$ cat src/rtl/imem_boot_arbiter.sv
// Single-port instruction memory arbiter: boot loader writes, then fetch reads
// every cycle, with debug reads stealing one cycle at a time behind a stall.
module imem_boot_arbiter #(
  parameter int ADDR_W = 10,
  parameter int DATA_W = 32
) (
  input  logic              clk,
  input  logic              rst,
  input  logic              ld_valid,
  output logic              ld_ready,
  input  logic [DATA_W-1:0] ld_data,
  input  logic              ld_last,
  input  logic              reload,
  input  logic [31:0]       fetch_addr,
  output logic [DATA_W-1:0] fetch_instr,
  output logic              fetch_stall,
  output logic              core_rst,
  input  logic              dbg_req,
  input  logic [ADDR_W-1:0] dbg_addr,
  output logic              dbg_ack,
  output logic [DATA_W-1:0] dbg_rdata,
  output logic [ADDR_W:0]   load_count,
  output logic              load_ovf,
  output logic [ADDR_W-1:0] mem_addr,
  output logic [DATA_W-1:0] mem_wdata,
  output logic              mem_we,
  input  logic [DATA_W-1:0] mem_rdata
);

  typedef enum logic [2:0] {
    LOAD,
    RUN,
    DBG,
    DBG_RESP,
    GAP
  } state_t;

  localparam logic [ADDR_W-1:0] PTR_ONE   = ADDR_W'(1);
  localparam logic [ADDR_W:0]   COUNT_ONE = (ADDR_W + 1)'(1);

  state_t              state;
  state_t              state_next;
  logic [ADDR_W-1:0]   wr_ptr;
  logic                last_slot;
  logic                xfer;
  logic                unused_fetch_hi;

  // The PC is a full 32-bit word address; imem only decodes the low bits.
  assign unused_fetch_hi = ^fetch_addr[31:ADDR_W];

  assign last_slot   = (wr_ptr == {ADDR_W{1'b1}});
  assign xfer        = (state == LOAD) && ld_valid;
  assign mem_wdata   = ld_data;
  assign fetch_instr = mem_rdata;
  assign dbg_rdata   = dbg_ack ? mem_rdata : '0;

  always_comb begin
    state_next  = state;
    ld_ready    = 1'b0;
    mem_we      = 1'b0;
    mem_addr    = fetch_addr[ADDR_W-1:0];
    fetch_stall = 1'b0;
    dbg_ack     = 1'b0;
    case (state)
      LOAD: begin
        ld_ready    = 1'b1;
        fetch_stall = 1'b1;
        mem_addr    = wr_ptr;
        mem_we      = ld_valid;
        if (ld_valid && (ld_last || last_slot)) begin
          state_next = RUN;
        end
      end
      RUN: begin
        if (reload) begin
          state_next = LOAD;
        end else if (dbg_req) begin
          state_next = DBG;
        end
      end
      DBG: begin
        mem_addr    = dbg_addr;
        fetch_stall = 1'b1;
        state_next  = DBG_RESP;
      end
      DBG_RESP: begin
        // mem_rdata carries the debug word this cycle, so decode must not take it
        fetch_stall = 1'b1;
        dbg_ack     = 1'b1;
        state_next  = GAP;
      end
      GAP: begin
        state_next = RUN;
      end
      default: begin
        fetch_stall = 1'b1;
        state_next  = LOAD;
      end
    endcase
  end

  always_ff @(posedge clk or posedge rst) begin
    if (rst) begin
      state <= LOAD;
    end else begin
      state <= state_next;
    end
  end

  // Pipeline reset follows the state we are about to be in, so it drops the
  // cycle after the final load word and rises the cycle after a reload.
  always_ff @(posedge clk or posedge rst) begin
    if (rst) begin
      core_rst <= 1'b1;
    end else begin
      core_rst <= (state_next == LOAD);
    end
  end

  always_ff @(posedge clk or posedge rst) begin
    if (rst) begin
      wr_ptr     <= '0;
      load_count <= '0;
      load_ovf   <= 1'b0;
    end else if (xfer) begin
      wr_ptr     <= wr_ptr + PTR_ONE;
      load_count <= {1'b0, wr_ptr} + COUNT_ONE;
      if (!ld_last && last_slot) begin
        load_ovf <= 1'b1;
      end
    end else if ((state == RUN) && reload) begin
      wr_ptr     <= '0;
      load_count <= '0;
    end
  end

endmodule

$ cat config.mk
export PLATFORM = sky130hd
export DESIGN_NAME = imem_boot_arbiter
export DESIGN_NICKNAME = d
export VERILOG_FILES = /design/src/rtl/imem_boot_arbiter.sv
export SDC_FILE = /design/constraint.sdc
export NUM_CORES = 1
export LEC_CHECK = 0
export ABC_AREA = 1
export CORE_MARGIN = 1.5
export CORE_UTILIZATION = 24
export DETAILED_ROUTE_END_ITERATION = 10
export GPL_ROUTABILITY_DRIVEN = 0
export PLACE_DENSITY = 0.8
export SLEW_MARGIN = 20
export SYNTH_ARGS = -nofsm -noshare
export SYNTH_HDL_FRONTEND = slang
export SYNTH_SLANG_ARGS = --single-unit
export TNS_END_PERCENT = 5
$ cat constraint.sdc
create_clock -name clk -period 1.35 [get_ports clk]
set_clock_uncertainty 0.2 [all_clocks]
set_input_delay 0.2025 -clock clk [delete_from_list [all_inputs] [get_ports clk]]
set_output_delay 0.2025 -clock clk [all_outputs]
set_load 0.02 [all_outputs]
==> metrics.cfg <==
[run_status]
status = complete, but fails checks
violations = negative setup slack

[sta]
drv_slew = 0
hold_viol_final = 0
timing.final.crit_share_pct = 139
max_freq_mhz = 533
setup-violations-final = 62
fin_ws_ns = -0.526
slew_headroom_pct = 81.3
tightestPinTransition_ns = 0.278
rsz0062_at_grt = yes
finalCriticalPeriod_ns = 1.88
whs_ns = 0.205
finalSetupTns_ns = -23.61

[floorplan]
io_pins = 235
die_h_um = 91.0
core-area_mm2 = 0.00737
die_area_mm2 = 0.00828
die_w_um = 91.0
initial_core_util_pct = 25.2
rows = 31

[finish]
final_cell_mix = inv_1, clkdlybuf4s50_1, buf_6
nets = 530
final_common_cell = inv_1
syn_to_final_growth_pct = 108
num-fill-cells = 676
seq_area_um2 = 404
antennaDiodeCount = 0
layout-drive-gt1-share_pct = 51.9
multiInputGateArea_mm2 = 0.00120
fin_util_pct = 52.6

[routing]
dr.pass1.iters = 4
post_drt_wl_per_cell_um = 14.1
routed_wl_mm = 7.26
drt_iter0_markers = 59
vias = 2187
drtAntennaViolNets = 0
drc = 0
via_per_inst = 4.25

[clock_network]
root_buffer = clkbuf_8
cts_tree = yes
clk_latency_ns = 0.25
clock-sinks = 16
cts_buffers = 3
clk_pin_slew_ns = 0.06
clockBufferDepth = 2
htreeDepth = 1

[global_route]
grt_pass1_wl_mm = 11.4
antenna_found_initial = 0
grt_pass1_vias = 2252
grt_max_degree = 15
globalRouteOverflowTotal = 0
grt_use_total_pct = 17.0

[critical_path]
required_ns = 0.95
cp_data_arrival_time_ns = 1.47
worst-r2r-setup-slack_ns = -0.34
startpoint = state[2]
critPathMaxFanout = 8
reg2reg_depth = 8
path_class = flip-flop to output pin
r2r-end = load_count[1]
worstSetupEndpointType = output pin
reg2reg_from = state[0]
startpoint_type = flip-flop

[synth]
yosys_register_bits = 16
synthesis.area_mm2 = 0.00186
avgSynthCellArea_um2 = 6.41
synthCells = 290
ys_warn_count = 0
ys_seq_area_share_pct = 21.6
yosysUniqueCellTypes = 26
syn_nets = 403

[power]
peakVddDrop_uv = 727
power_density_mw_per_mm2 = 1590
total_power_w = 0.00615
p_leak_nw = 1.91

[worst_hold_path]
hold_path.class = input port to output pin
min_to = mem_wdata[0]
holdPathStages = 0
min_from = ld_data[0]

[placement]
pre_cts_ws_ns = -0.764
dp_hpwl_mm = 5.90
numPortBuffers = 148

[job]
cap_violations = 0

area by class of cell:
| class | count | share of cell area [%] |
|---|---|---|
| Clock buffer | 4 | 1.16 |
| Tap cell | 99 | 3.20 |
| Timing Repair Buffer | 192 | 47.2 |
| Inverter | 66 | 6.91 |
| Multi-Input combinational cell | 138 | 31.1 |
| Sequential cell | 16 | 10.4 |
worst max-delay path, cell delays in order, from the launching register on:
cell,delay (ns)
dfrtp_1,0.39
inv_2,0.11
buf_12,0.12
nand3_4,0.10
buf_12,0.18
o221ai_4,0.17
buf_6,0.14
cells by family (layout without fill, tap and decap cells):
| family | after synthesis | in the layout | synth area share (%) |
|---|---|---|---|
| compound gates | 22 | 22 | 8.28 |
| buf+inv | 136 | 262 | 41.0 |
| simple gates | 115 | 115 | 28.4 |
| flops | 16 | 16 | 21.6 |
| fa+ha+maj | 1 | 1 | 0.673 |
cells in the mapped netlist, drive strengths merged:
cell     n  share of area, %
inv     66                13
buf     68                27
o22ai    1              0.67
nand3   18               5.4
nand2   44                10
nor2    48                11
o21ai    8               2.2
ha       1              0.67
nand4    3               1.0
o221ai   9               4.2
dfrtp   15                20
dfstp    1               1.4
clkbuf   2              0.40
nor3     2              0.54
a21oi    3              0.81
o21bai   1              0.40
worst max path at each step:
stage | to | slack [ns] | depth (start not counted)
floorplan | mem_addr[0] | -0.13 | 4
global placement | mem_addr[5] | -0.72 | 5
detailed placement | mem_addr[6] | -0.76 | 7
CTS | mem_addr[5] | -0.52 | 6
global route | mem_addr[5] | -0.59 | 6
finish | mem_addr[5] | -0.53 | 6
metrics by stage:
| stage | cell area, µm² | std cells |
|---|---|---|
| after floorplan | 2280 | 290 |
| after global placement | 3650 | 504 |
| after detailed placement | 3650 | 504 |
| after CTS | 3820 | 515 |
| after global routing | 3870 | 515 |
| final | 3870 | 515 |
sequential cells by signal, summed over array words and instances (netlist names):
| name | cells |
|---|---|
| load_ovf | 1 |
| load_count | 11 |
| state | 3 |
| core_rst | 1 |
report_power, final:
group          switching, W  internal [W]
clock              0.000174      0.000210
sequential         0.000138      0.000634
combinational       0.00261       0.00238
metal layers:
metal / up-vias / track usage [%] / routed length [µm]
met4: 0 / 3.65 / 106
met3: 18 / 3.60 / 354
met5: - / 0 / 0
met1: 1024 / 20.3 / 2880
li1: 1072 / - / -
met2: 73 / 31.1 / 3920
timing repair:
action,in CTS,in global routing
buffers inserted,5,0
gates resized for setup,441,57
pin swaps,3,2
hold buffers,1,0
gates cloned,1,0
endpoints found under the hold margin,3,0
endpoints found under the setup margin,106,100
(Power assumes the default switching activity.)
